[src/rtl/fetch_sequencer.sv]
// Single-issue fetch front end: owns the PC, fetches one word at a time,
// holds it for the decoder and resolves branch/jump targets at retire.
module fetch_sequencer #(
    parameter logic [31:0] RESET_PC = 32'h0000_0000
) (
    input  logic        clk,
    input  logic        reset,
    output logic        imem_req,
    output logic [31:0] imem_addr,
    input  logic        imem_ready,
    input  logic [31:0] imem_rdata,
    output logic        instr_valid,
    output logic [31:0] instr,
    output logic [31:0] instr_pc,
    output logic [31:0] pc_plus4,
    input  logic        instr_ack,
    input  logic [1:0]  branch,
    input  logic        zero,
    input  logic        jump,
    input  logic [31:0] imm_ext,
    output logic [31:0] retired_count
);

    typedef enum logic {
        FETCH = 1'b0,
        HOLD  = 1'b1
    } state_e;

    state_e      state_q, state_d;
    logic        req_q, req_d;
    logic        valid_q, valid_d;
    logic [31:0] pc_q, pc_d;
    logic [31:0] instr_q, instr_d;
    logic [31:0] ipc_q, ipc_d;
    logic [31:0] p4_q, p4_d;
    logic [31:0] count_q, count_d;
    logic [31:0] next_pc;
    logic        br_taken;
    logic        unused_imm;

    // Word-scaled offset drops the top two immediate bits.
    assign unused_imm = ^imm_ext[31:30];

    always_comb begin
        br_taken = ((branch == 2'b01) && zero) || ((branch == 2'b11) && !zero);
        next_pc  = p4_q;
        if (jump) begin
            next_pc = {p4_q[31:28], instr_q[25:0], 2'b00};
        end else if (br_taken) begin
            next_pc = p4_q + {imm_ext[29:0], 2'b00};
        end
    end

    always_comb begin
        state_d = state_q;
        req_d   = req_q;
        valid_d = valid_q;
        pc_d    = pc_q;
        instr_d = instr_q;
        ipc_d   = ipc_q;
        p4_d    = p4_q;
        count_d = count_q;
        unique case (state_q)
            FETCH: begin
                if (req_q && imem_ready) begin
                    instr_d = imem_rdata;
                    ipc_d   = pc_q;
                    p4_d    = pc_q + 32'd4;
                    valid_d = 1'b1;
                    req_d   = 1'b0;
                    state_d = HOLD;
                end else begin
                    req_d = 1'b1;
                end
            end
            HOLD: begin
                if (instr_ack) begin
                    pc_d    = next_pc;
                    valid_d = 1'b0;
                    count_d = count_q + 32'd1;
                    req_d   = 1'b1;
                    state_d = FETCH;
                end
            end
        endcase
    end

    always_ff @(posedge clk) begin
        if (reset) begin
            state_q <= FETCH;
            req_q   <= 1'b0;
            valid_q <= 1'b0;
            pc_q    <= RESET_PC;
            instr_q <= 32'h0;
            ipc_q   <= RESET_PC;
            p4_q    <= RESET_PC + 32'd4;
            count_q <= 32'h0;
        end else begin
            state_q <= state_d;
            req_q   <= req_d;
            valid_q <= valid_d;
            pc_q    <= pc_d;
            instr_q <= instr_d;
            ipc_q   <= ipc_d;
            p4_q    <= p4_d;
            count_q <= count_d;
        end
    end

    assign imem_req      = req_q;
    assign imem_addr     = pc_q;
    assign instr_valid   = valid_q;
    assign instr         = instr_q;
    assign instr_pc      = ipc_q;
    assign pc_plus4      = p4_q;
    assign retired_count = count_q;

endmodule

[config.mk]
export PLATFORM = sky130hd
export DESIGN_NAME = fetch_sequencer
export DESIGN_NICKNAME = d
export VERILOG_FILES = /design/src/rtl/fetch_sequencer.sv
export SDC_FILE = /design/constraint.sdc
export NUM_CORES = 1
export LEC_CHECK = 0
export ABC_CLOCK_PERIOD_IN_PS = 2900
export CAP_MARGIN = 5
export CELL_PAD_IN_SITES_DETAIL_PLACEMENT = 2
export CELL_PAD_IN_SITES_GLOBAL_PLACEMENT = 2
export CORE_MARGIN = 5
export CORE_UTILIZATION = 25
export CTS_CLUSTER_DIAMETER = 50
export DETAILED_ROUTE_END_ITERATION = 10
export GPL_ROUTABILITY_DRIVEN = 1
export PLACE_DENSITY = 0.88
export REMOVE_ABC_BUFFERS = 1
export SYNTH_ARGS = -nofsm -noshare
export SYNTH_HDL_FRONTEND = slang
export SYNTH_SLANG_ARGS = --single-unit
export TNS_END_PERCENT = 100
[constraint.sdc]
create_clock -name clk -period 2.9 [get_ports clk]
set_input_delay 0.58 -clock clk [delete_from_list [all_inputs] [get_ports clk]]
set_output_delay 0.58 -clock clk [all_outputs]
set_load 0.01 [all_outputs]
==> results of run 1 <==
-- what timing repair did --
item / in CTS / in global routing
setup buffers: 0 / 2
pin swaps: 4 / 9
gates resized for setup: 3 / 9
cloned: 0 / 0
endpoints found under the setup margin: 9 / 12
-- sequential cells by signal, indices dropped and copies added, names as in the netlist --
| signal | count |
|---|---|
| instr_valid | 1 |
| state_q | 1 |
| instr | 32 |
| imem_addr | 32 |
| instr_pc | 32 |
| imem_req | 1 |
| pc_plus4 | 30 |
| retired_count | 32 |
-- through the flow --
stage / total power [W] / cells / setup TNS, ns
after detailed placement: 0.00355 / 1802 / -8.10
final: 0.00575 / 1834 / 0
after CTS: 0.00582 / 1832 / 0
after global routing: 0.00602 / 1834 / 0
after floorplan: 0.00290 / 1025 / -15.86
after global placement: 0.00349 / 1802 / -6.34
-- path summary, 6_finish.rpt --
check	startpoint	to	slack [ns]
worst max-delay path	imm_ext[16]	imem_addr[27]	0.11
worst min-delay path	instr_pc[31]	instr_pc[31]	0.46
worst max register to register	pc_plus4[2]	imem_addr[18]	0.16
worst min register to register	instr_pc[31]	instr_pc[31]	0.46
-- logic make-up after synthesis --
logic type                 Yosys count  synth area share [%]
xor gates and xnor gates            75                  7.73
buffers and inverters               84                  4.02
AOI/OAI and AO/OA                  280                  20.6
and+or+nand+nor                    458                  24.2
muxes                                6                 0.721
DFF                                161                  37.9
adders and majority gates           32                  4.80
-- routing by layer --
metal,vias to the layer above,part of all wire [%],global-route usage [%]
met5,-,0.034,0
met1,4662,42,22.9
met2,206,52,35.9
li1,4379,-,-
met4,2,1.2,4.58
met3,33,5.5,5.52
-- power by group through the flow --
| stage | combinational [W] | sequential [W] | clock, W |
|---|---|---|---|
| CTS | 0.00115 | 0.00236 | 0.00231 |
| floorplan | 0.000484 | 0.00242 | 0 |
| detailed placement | 0.00114 | 0.00241 | 0 |
| finish | 0.00115 | 0.00236 | 0.00224 |
| global route | 0.00125 | 0.00237 | 0.00240 |
| global placement | 0.00109 | 0.00240 | 0 |
-- area by class of cell --
type	instances	area, sq um	area share, %
clock inverter	11	105	0.843
timing repair buffer	331	3090	24.7
tap	448	561	4.49
sequential	161	3220	25.8
multi-input combinational	851	5000	40.1
clock buffer	19	453	3.63
inverter	13	48.8	0.391
-- cells in the final DEF (no fill, tap or decap), types with 6 or more instances in the layout --
cell type | netlist | final
clkdlybuf4s50_1 | 0 | 227
xor2_1 | 44 | 44
inv_1 | 13 | 13
and3_1 | 11 | 11
nor3_1 | 20 | 20
o21ai_0 | 38 | 37
and4_1 | 7 | 7
and2_1 | 7 | 6
nand3_1 | 34 | 34
xnor2_1 | 31 | 31
ha_1 | 31 | 30
clkbuf_16 | 0 | 17
dfxtp_1 | 161 | 161
o311ai_0 | 6 | 6
a31oi_1 | 16 | 15
buf_4 | 2 | 99
nand4_1 | 16 | 16
a21o_1 | 15 | 15
a21oi_1 | 118 | 118
o31ai_1 | 6 | 6
nand2_1 | 210 | 209
nand2b_1 | 9 | 9
nand3b_1 | 6 | 6
o21a_1 | 8 | 8
or3_1 | 10 | 10
nor2_1 | 108 | 107
a211oi_1 | 36 | 35
-- worst max-delay path, delay by kind of cell --
kind,cells,cell delay (ns)
fa+ha+maj,1,0.46
compound gates,2,0.48
buf+inv,1,0.50
simple gates,4,0.85
xor+xnor,1,0.29
==> results.md, run 1 <==
* Clock transition at path regs at approximately 0.07 ns
* Ant. Diodes at 0
* Minimum clock period at between 2 and 3 ns
* Total GRT Usage at between 10% and 20%
* Hold Crit Class: flip-flop to flip-flop
* Die W at 194 um
* Pre-CTS setup slack at -0.611 ns
* Startpoint types: primary input
* Power Dens Cells at around 460 nW/um^2
* Via density at 5.06
* P_int at 0.00404 W
* H-tree depth at 4
* Largest net degree at the start of global routing at 64
* Commonest cells post-synth: 210 x nand2_1, 161 x dfxtp_1, 118 x a21oi_1, 108 x nor2_1, 57 x clkbuf_1
* Hpwl dp at ~29 mm
* Top FF cell, synth: dfxtp_1
* Maximum buffer depth of the clock tree at 2
* Port-buffer cells at ~230
* Gate count of the mapped netlist at about 1,100
* Leading area contributor after synthesis: dfxtp_1
* WL/cell at 20.8 um
* DRC Markers at 0
* Fin. Hold Viols at 0
* Finished Cell Area at between 10,000 and 15,000 sq um
* Worst Reg-to-Reg Cells at 11
* CP Class: primary input to flip-flop
* Clock buffer count from CTS at 17
* Area post-placement at around 12,000 sq um
* Global-route wire length before repair at about 60 mm
* Critical Path AT at about 3.2 ns
* Final nets at 1,479
* Post-Synthesis Cell Area at 8500 sq um
* Worst skew pair latency at about 0.45 ns
* Top-count cell post-synth: nand2_1
* Ranking of synthesized cells by area: dfxtp_1 38%, nand2_1 9.3%, a21oi_1 6.9%
* FP Rows at 67
* Leak Pwr at roughly 4.5 nW
* Post-Route WL at 38.2 mm
* CP max-delay cell: clkdlybuf4s50_1
* Least-Margin Pin Slew at 0.744 ns
* Yosys cell types at 68
* DR vias at slightly above 9,000
* Die ar. at 37,800 sq um
* Initial antenna violation count at 1
* Ys async rst share at 0%
* Grt total ovfl at 0
* RSZ-0062 raised after global routing: no
* Layout cells sized above 1 at a little under an eighth
* Sw power at ~0.0017 W
* EDFF count, synth at 0
* Layout fillers at about 3,800
* CTS tree: yes
* Post-synthesis sequential area ratio at 37.9%
* Logic pwr share at ~20%
* Final setup margin at about 0.11 ns
* Sequential power share at roughly two fifths
* Peak supply drop at approximately 0.00046 V
* Yosys top cell area share at 37.9%
* Worst-path fanout max at 7
* Max-slew violation count at 0
* Io pins at around 230
* Period utilization at about 96%
* Hold path cells at 2
* CTS Root Cell: clkbuf_16
* Final hold slack at 0.458 ns
* CORE AREA at 33,500 sq um
* Vias in the first global route at 10,300
* Status: completed
* CP dominant cell by count: nand3_1
* Starting Density at 25.4%
* Routed Antenna Nets at 0
* Initial DRC count at 369
* Mapped Avg Cell Area at roughly 7.8 sq um
* Post-CTS Hold Fix Bufs at 0
* Global placement routability congestion at between 0.8 and 0.9
* Crit path largest cell delay at around 0.5 ns
* Switching Fraction at between 20% and 30%
* Max Cap Viol at 0
* Critical path required time at around 3.3 ns
* Synth-to-Final Area Change at 46.7%
* First drt pass iteration count at 6
* Setup violators final at 0
* Worst relative slew slack at roughly half
* Fmax achieved at 358 MHz
* Clock skew at approximately 0.014 ns
* Clock share of power at roughly two fifths
* FF+latch count, synth at about 160
* Synth warn at 0
* CP cell instances: clkdlybuf4s50_1 -> ha_1 -> nand3_1 -> or3_1 -> o2111ai_1 -> nand2_1 -> xnor2_1 -> nand3_1 -> a31oi_1
* TritonCTS sink count at between 150 and 200
* Die span in y at ~200 um
* Worst setup EP type: flip-flop
* Final Util at a little under two fifths
No activity file was read; power rests on OpenSTA's default activity.
==> inputs of run 2 (changes only) <==
--- a/config.mk
+++ b/config.mk
@@ -11,11 +11,13 @@
 export CELL_PAD_IN_SITES_GLOBAL_PLACEMENT = 2
 export CORE_MARGIN = 5
 export CORE_UTILIZATION = 25
+export CTS_BUF_LIST = sky130_fd_sc_hd__clkbuf_4
 export CTS_CLUSTER_DIAMETER = 50
 export DETAILED_ROUTE_END_ITERATION = 10
 export GPL_ROUTABILITY_DRIVEN = 1
 export PLACE_DENSITY = 0.88
 export REMOVE_ABC_BUFFERS = 1
+export SLEW_MARGIN = 40
 export SYNTH_ARGS = -nofsm -noshare
 export SYNTH_HDL_FRONTEND = slang
 export SYNTH_SLANG_ARGS = --single-unit
==> run 2 against run 1 <==
  * Global-route usage about the same
  * Worst setup slack improved by 0.070 ns
  * Wire length decreased by 0.49%
  * Register-to-register slack improved by 0.04 ns
  * Cell area decreased by 2.9%
  * Critical path type unchanged
  * Non-clock buffer count decreased by 2
  * Clock skew increased by 0.027 ns
  * Via count increased by 0.34%
  * Worst hold slack got worse by 0.15 ns
  * Clock power decreased by 41%
  * Sequential share of layout area increased by 0.78 points
==> results.md, run 2 (synthesis results as in run 1) <==
* Synth-to-Final Area Change at 42.4%
* Worst-path fanout max at 3 (-4)
* P_int at 0.00323 W (-20%)
* Die W at 194 um (unchanged)
* Via density at 5.08 (+0.40%)
* CORE AREA at 33,500 sq um (unchanged)
* Critical Path AT at 3.30 ns (+0.13 ns)
* Leak Pwr at 4.35 nW (-4.1%)
* Setup TNS at 0 ns (unchanged)
* Finished Cell Area at 12,100 sq um (-2.9%)
* Startpoint types: primary input
* Period utilization at 93.9% (-2.4 points)
* Sw power at 0.00160 W (-6.1%)
* Layout fillers at 3,880 (+0.88%)
* Global placement routability congestion at 0.885 (unchanged)
* Io pins at 234 (unchanged)
* Commonest non-fill, non-tap cell in the layout: clkdlybuf4s50_1
* Clock share of power at 27.5% (-11 points)
* CP max-delay cell: clkdlybuf4s50_1
* Initial DRC count at 323 (-12%)
* Peak supply drop at 0.000178 V (-61%)
* Pwr Total at 0.00483 W (-16%)
* Layout cells sized above 1 at 10.7% (-0.63 points)
* Die span in y at 194 um (unchanged)
* Total GRT Usage at 19.7% (-0.039 points)
* Port-buffer cells at 231 (unchanged)
* Crit path largest cell delay at 0.43 ns (-0.07 ns)
* Global-route wire length before repair at 59.6 mm (-0.43%)
* Least-Margin Pin Slew at 0.707 ns (-0.0365 ns)
* Clock skew at 0.0408 ns (+0.0273 ns)
* Post-Route WL at 38.0 mm (-0.49%)
* DRC Markers at 0 (unchanged)
* Maximum buffer depth of the clock tree at 2 (unchanged)
* Status: completed
* Routed Antenna Nets at 0 (unchanged)
* Fin. Hold Viols at 0 (unchanged)
* Clock transition at path regs at 0.15 ns (+0.08 ns)
* Area post-placement at 11,800 sq um (unchanged)
* Logic pwr share at 23.7% (+3.6 points)
* Die ar. at 37,800 sq um (unchanged)
* WL/cell at 20.7 um (-0.44%)
* Worst relative slew slack at 52.9% (+2.4 points)
* DR vias at 9,314 (+0.34%)
* Layout Cells excl Fill at 1,833 (-0.055%)
* Clock buffer count from CTS at 17 (unchanged)
* Initial antenna violation count at 1 (unchanged)
* Worst setup EP type: flip-flop
* Fmax achieved at 367 MHz (+2.6%)
* Grt total ovfl at 0 (unchanged)
* Starting Density at 25.4% (unchanged)
* Sequential power share at 48.8% (+7.8 points)
* CP cell instances: clkdlybuf4s50_1 -> ha_1 -> fa_2 -> a211oi_2 -> nor2_1 -> o31ai_1 -> buf_4 -> a21boi_1 -> o211a_1 -> o21a_1 -> o21a_1 -> o21ai_1
* Power Dens Cells at 399 nW/um^2 (-13%)
* TritonCTS sink count at 161 (unchanged)
* Final nets at 1,477 (-0.14%)
* Vias in the first global route at 10,200 (-1.2%)
* Max-slew violation count at 0 (unchanged)
* Switching Fraction at 33.2% (+3.5 points)
* Worst skew pair latency at 0.65 ns (+0.20 ns)
* CP dominant cell by count: o21a_1
* First drt pass iteration count at 4 (-2)
* Setup Fix Bufs, Post-CTS at 0 (unchanged)
* Max Cap Viol at 0 (unchanged)
* RSZ-0062 raised after global routing: no
* Most frequent cells in the layout: 229 x clkdlybuf4s50_1, 209 x nand2_1, 161 x dfxtp_1, 118 x a21oi_1, 108 x nor2_1
* Minimum clock period at 2.72 ns (-0.0698 ns)
* Cells after DPL at 1,802 (unchanged)
* H-tree depth at 4 (unchanged)
* Largest net degree at the start of global routing at 64 (unchanged)
* Hpwl dp at 29.2 mm (unchanged)
* Setup violators final at 0 (unchanged)
* CTS Root Cell: clkbuf_4
* Critical path required time at 3.47 ns (+0.20 ns)
* Hold Crit Class: primary input to flip-flop
* CTS tree: yes
* FP Rows at 67 (unchanged)
* CP Class: primary input to flip-flop
-- run 2: what timing repair did --
item                                    in CTS  in global routing
endpoints found under the hold margin        0                  0
endpoints found under the setup margin       0                  9
hold buffers                                 0                  0
resized for setup                            0                  3
-- run 2: final cells by class --
| class | instances | area (sq um) | share of cell area (%) |
|---|---|---|---|
| Inverter | 13 | 48.8 | 0.403 |
| Multi-Input combinational cell | 851 | 4970 | 41.0 |
| Timing Repair Buffer | 329 | 3070 | 25.3 |
| Sequential cell | 161 | 3220 | 26.6 |
| Antenna cell | 1 | 2.50 | 0.0207 |
| Tap cell | 448 | 561 | 4.63 |
| Clock inverter | 13 | 113 | 0.930 |
| Clock buffer | 17 | 128 | 1.05 |
-- run 2: worst paths after layout --
check,endpoint,slack (ns),start,cells past startpoint
worst max-delay path,imem_addr[24],0.18,imm_ext[0],12
worst min-delay path,instr_pc[24],0.31,reset,2
worst max register to register,imem_addr[24],0.20,pc_plus4[2],11
worst min register to register,instr_pc[31],0.47,instr_pc[31],2
-- run 2: power groups by stage --
stage                     Combinational (W)  Sequential (W)  Clock (W)
after floorplan                    0.000484         0.00242          0
final                               0.00114         0.00236    0.00133
after global routing                0.00124         0.00237    0.00148
after CTS                           0.00115         0.00236    0.00140
after global placement              0.00109         0.00240          0
after detailed placement            0.00114         0.00241          0
-- run 2: worst max-delay path: cells and delay by family --
| kind | cells | cell delay (ns) |
|---|---|---|
| simple gates | 1 | 0.09 |
| buf+inv | 2 | 0.59 |
| fa+ha+maj | 2 | 0.62 |
| compound gates | 7 | 1.41 |
-- run 2: per-stage QoR --
step | setup slack, ns | util [%] | hold WS (ns)
after global routing | 0.00212 | 36.1 | 0.283
after detailed placement | -0.611 | 35.3 | 0.452
after global placement | -0.534 | 35.3 | 0.441
after floorplan | -0.324 | - | 0.474
final | 0.176 | 36.1 | 0.307
after CTS | 0.00136 | 36.0 | 0.249
-- run 2: layer usage --
metal / part of all wire [%] / up-vias / GRT usage (%)
met1: 41 / 4663 / 22.9
met3: 6.1 / 45 / 4.97
met2: 51 / 224 / 35.5
li1: - / 4382 / -
met4: 2.1 / 0 / 6.15
met5: 0 / - / 0
==> inputs of run 3 (changes only) <==
--- a/config.mk
+++ b/config.mk
@@ -16,7 +16,6 @@
 export DETAILED_ROUTE_END_ITERATION = 10
 export GPL_ROUTABILITY_DRIVEN = 1
 export PLACE_DENSITY = 0.88
-export REMOVE_ABC_BUFFERS = 1
 export SLEW_MARGIN = 40
 export SYNTH_ARGS = -nofsm -noshare
 export SYNTH_HDL_FRONTEND = slang
==> run 3 against run 2 <==
  * Register-to-register slack lost 0.09 ns
  * Sequential share of layout area down 0.068 points
  * Worst hold slack got worse by 0.0035 ns
  * Non-clock buffer count decreased by 2
  * Clock power hardly changed
  * Global-route usage up 1.4 points
  * Highest routed layer is now met5
  * Critical path depth down 2
  * Cell area increased by 0.26%
  * First-iteration DRC count grew 7.4%
  * Core utilization rose by 0.093 points
==> results.md, run 3 (synthesis results as in run 1) <==
* Register Area at 3220 sq um (unchanged)
* CORE AREA at 33,500 sq um (unchanged)
* Clock skew at 0.0342 ns (-0.00667 ns)
* Hpwl dp at 31.6 mm (+8.1%)
* Met3 usage at 4.05% (-0.92 points)
* TritonCTS sink count at 161 (unchanged)
* Startpoint types: flip-flop
* CP cell instances: ha_1 -> fa_2 -> a211oi_2 -> o21bai_1 -> a2111oi_4 -> o31ai_1 -> mux2_2 -> a211oi_2 -> a21oi_1 -> nor2_1
* Largest net degree at the start of global routing at 74 (+16%)
* Worst setup EP type: flip-flop
* H-tree depth at 4 (unchanged)
* CP max-delay cell: a2111oi_4
* Worst relative slew slack at 55.8% (+2.9 points)
* Initial DRC count at 347 (+7.4%)
* DRC Markers at 0 (unchanged)
* Critical path required time at 3.46 ns (about the same)
* Routed Antenna Nets at 0 (unchanged)
* Synth-to-Final Area Change at 42.8%
* Global-route wire length before repair at 63.3 mm (+6.2%)
* Fin. Hold Viols at 0 (unchanged)
* Initial antenna violation count at 3 (+2)
* Worst-path fanout max at 3 (unchanged)
* Max Cap Viol at 0 (unchanged)
* Starting Density at 25.4% (unchanged)
* CP Class: flip-flop to flip-flop
* Final Util at 36.2% (+0.093 points)
* Layout fillers at 3,869 (-0.28%)
* Clock buffer count from CTS at 17 (unchanged)
* Grt total ovfl at 0 (unchanged)
* WL/cell at 22.4 um (+7.9%)
* FF-to-FF Start: pc_plus4[2]
* Worst skew pair latency at 0.64 ns (about the same)
* Max-slew violation count at 0 (unchanged)
* DR vias at 9,346 (+0.34%)
* CTS Root Cell: clkbuf_4
* Fmax achieved at 358 MHz (-2.5%)
* Final hold slack at 0.303 ns (-0.00355 ns)
* Leak Pwr at 4.37 nW (+0.42%)
* Least-Margin Pin Slew at 0.662 ns (-0.0449 ns)
* Met2 Use GR at 37.9% (+2.5 points)
* Die ar. at 37,800 sq um (unchanged)
* Final nets at 1,475 (-0.14%)
* Most frequent cells in the layout: 229 x clkdlybuf4s50_1, 210 x nand2_1, 161 x dfxtp_1, 118 x a21oi_1, 108 x nor2_1
* FP Rows at 67 (unchanged)
* Minimum clock period at 2.79 ns (+0.0702 ns)
* Finished Cell Area at 12,100 sq um (+0.26%)
* Via density at 5.10 (+0.34%)
* Net count after synthesis at between 1,000 and 1,500
* Vias in the first global route at 10,500 (+3.2%)
* Pre-CTS setup slack at -0.664 ns (-0.0534 ns)
* Setup TNS at 0 ns (unchanged)
* Period utilization at 96.3% (+2.4 points)
* Most used routing layer: met2
* Hold Crit Class: primary input to flip-flop
* Total GRT Usage at 21.1% (+1.4 points)
* Power Dens Cells at 403 nW/um^2 (+0.94%)
* Post-Route WL at 41.0 mm (+7.9%)
* Area post-placement at 11,900 sq um (about the same)
* Port-buffer cells at 231 (unchanged)
* Peak supply drop at 0.000213 V (+20%)
* Clock transition at path regs at 0.16 ns (about the same)
* Die W at 194 um (unchanged)
* Die span in y at 194 um (unchanged)
* Final setup margin at 0.106 ns (-0.0702 ns)
* Area of the multi-input gates at 4970 sq um (unchanged)
* Delay-heaviest family, CP: compound AO/OA/AOI/OAI gates
* Status: completed
* Critical path buffers and inverters at 0 (-2)
* CP Launch Point: pc_plus4[2]
* Global placement routability congestion at 0.892 (+0.84%)
* Layout cells sized above 1 at 10.8% (+0.072 points)
* Io pins at 234 (unchanged)
* CP dominant cell by count: a211oi_2
* Crit path largest cell delay at 0.40 ns (-0.03 ns)
* Maximum buffer depth of the clock tree at 2 (unchanged)
* First drt pass iteration count at 4 (unchanged)
* Met1 Use GR at 24.9% (+2.1 points)
* RSZ-0062 raised after global routing: no
* CTS tree: yes
* Commonest non-fill, non-tap cell in the layout: clkdlybuf4s50_1
* Critical Path AT at 3.36 ns (+0.06 ns)
* Setup violators final at 0 (unchanged)
* Hold Startpoint: reset
run 3: cell type report:
type | count | share of cell area (%)
inverters | 13 | 0.402
clock buffers | 18 | 1.11
multi-input cells | 851 | 40.9
repair buffers | 327 | 25.4
diodes | 1 | 0.0206
flip-flops and latches | 161 | 26.6
clock inverters | 14 | 1.01
well taps | 448 | 4.62
run 3: timing repair:
action                     4_1_cts  5_1_grt
setup endpoints to repair        3        4
pin swaps                        1        3
gates resized for setup          3        2
setup buffers                    0        0
hold buffers                     0        0
run 3: worst paths after layout:
kind,end,slack [ns],depth (start not counted)
worst min register to register,instr_pc[11],0.47,2
worst max register to register,imem_addr[12],0.11,10
worst max-delay path,imem_addr[12],0.11,10
worst min-delay path,instr[14],0.30,2
run 3: through the flow:
stage | instances | total power [W]
after floorplan | 1096 | 0.00295
after global placement | 1800 | 0.00350
after detailed placement | 1800 | 0.00356
after CTS | 1832 | 0.00495
after global routing | 1833 | 0.00512
final | 1833 | 0.00489
run 3: power by group:
| part | internal [W] | total (W) | switching [W] |
|---|---|---|---|
| Clock | 0.000377 | 0.00136 | 0.000985 |
| Combinational | 0.000530 | 0.00115 | 0.000618 |
| Sequential | 0.00228 | 0.00238 | 0.0000979 |
| Total | 0.00319 | 0.00489 | 0.00170 |
run 3: per-layer routing:
layer | up-vias | wire (um)
met5 | - | 28
met4 | 4 | 1290
met3 | 69 | 1810
met2 | 224 | 20800
met1 | 4675 | 17100
li1 | 4374 | -
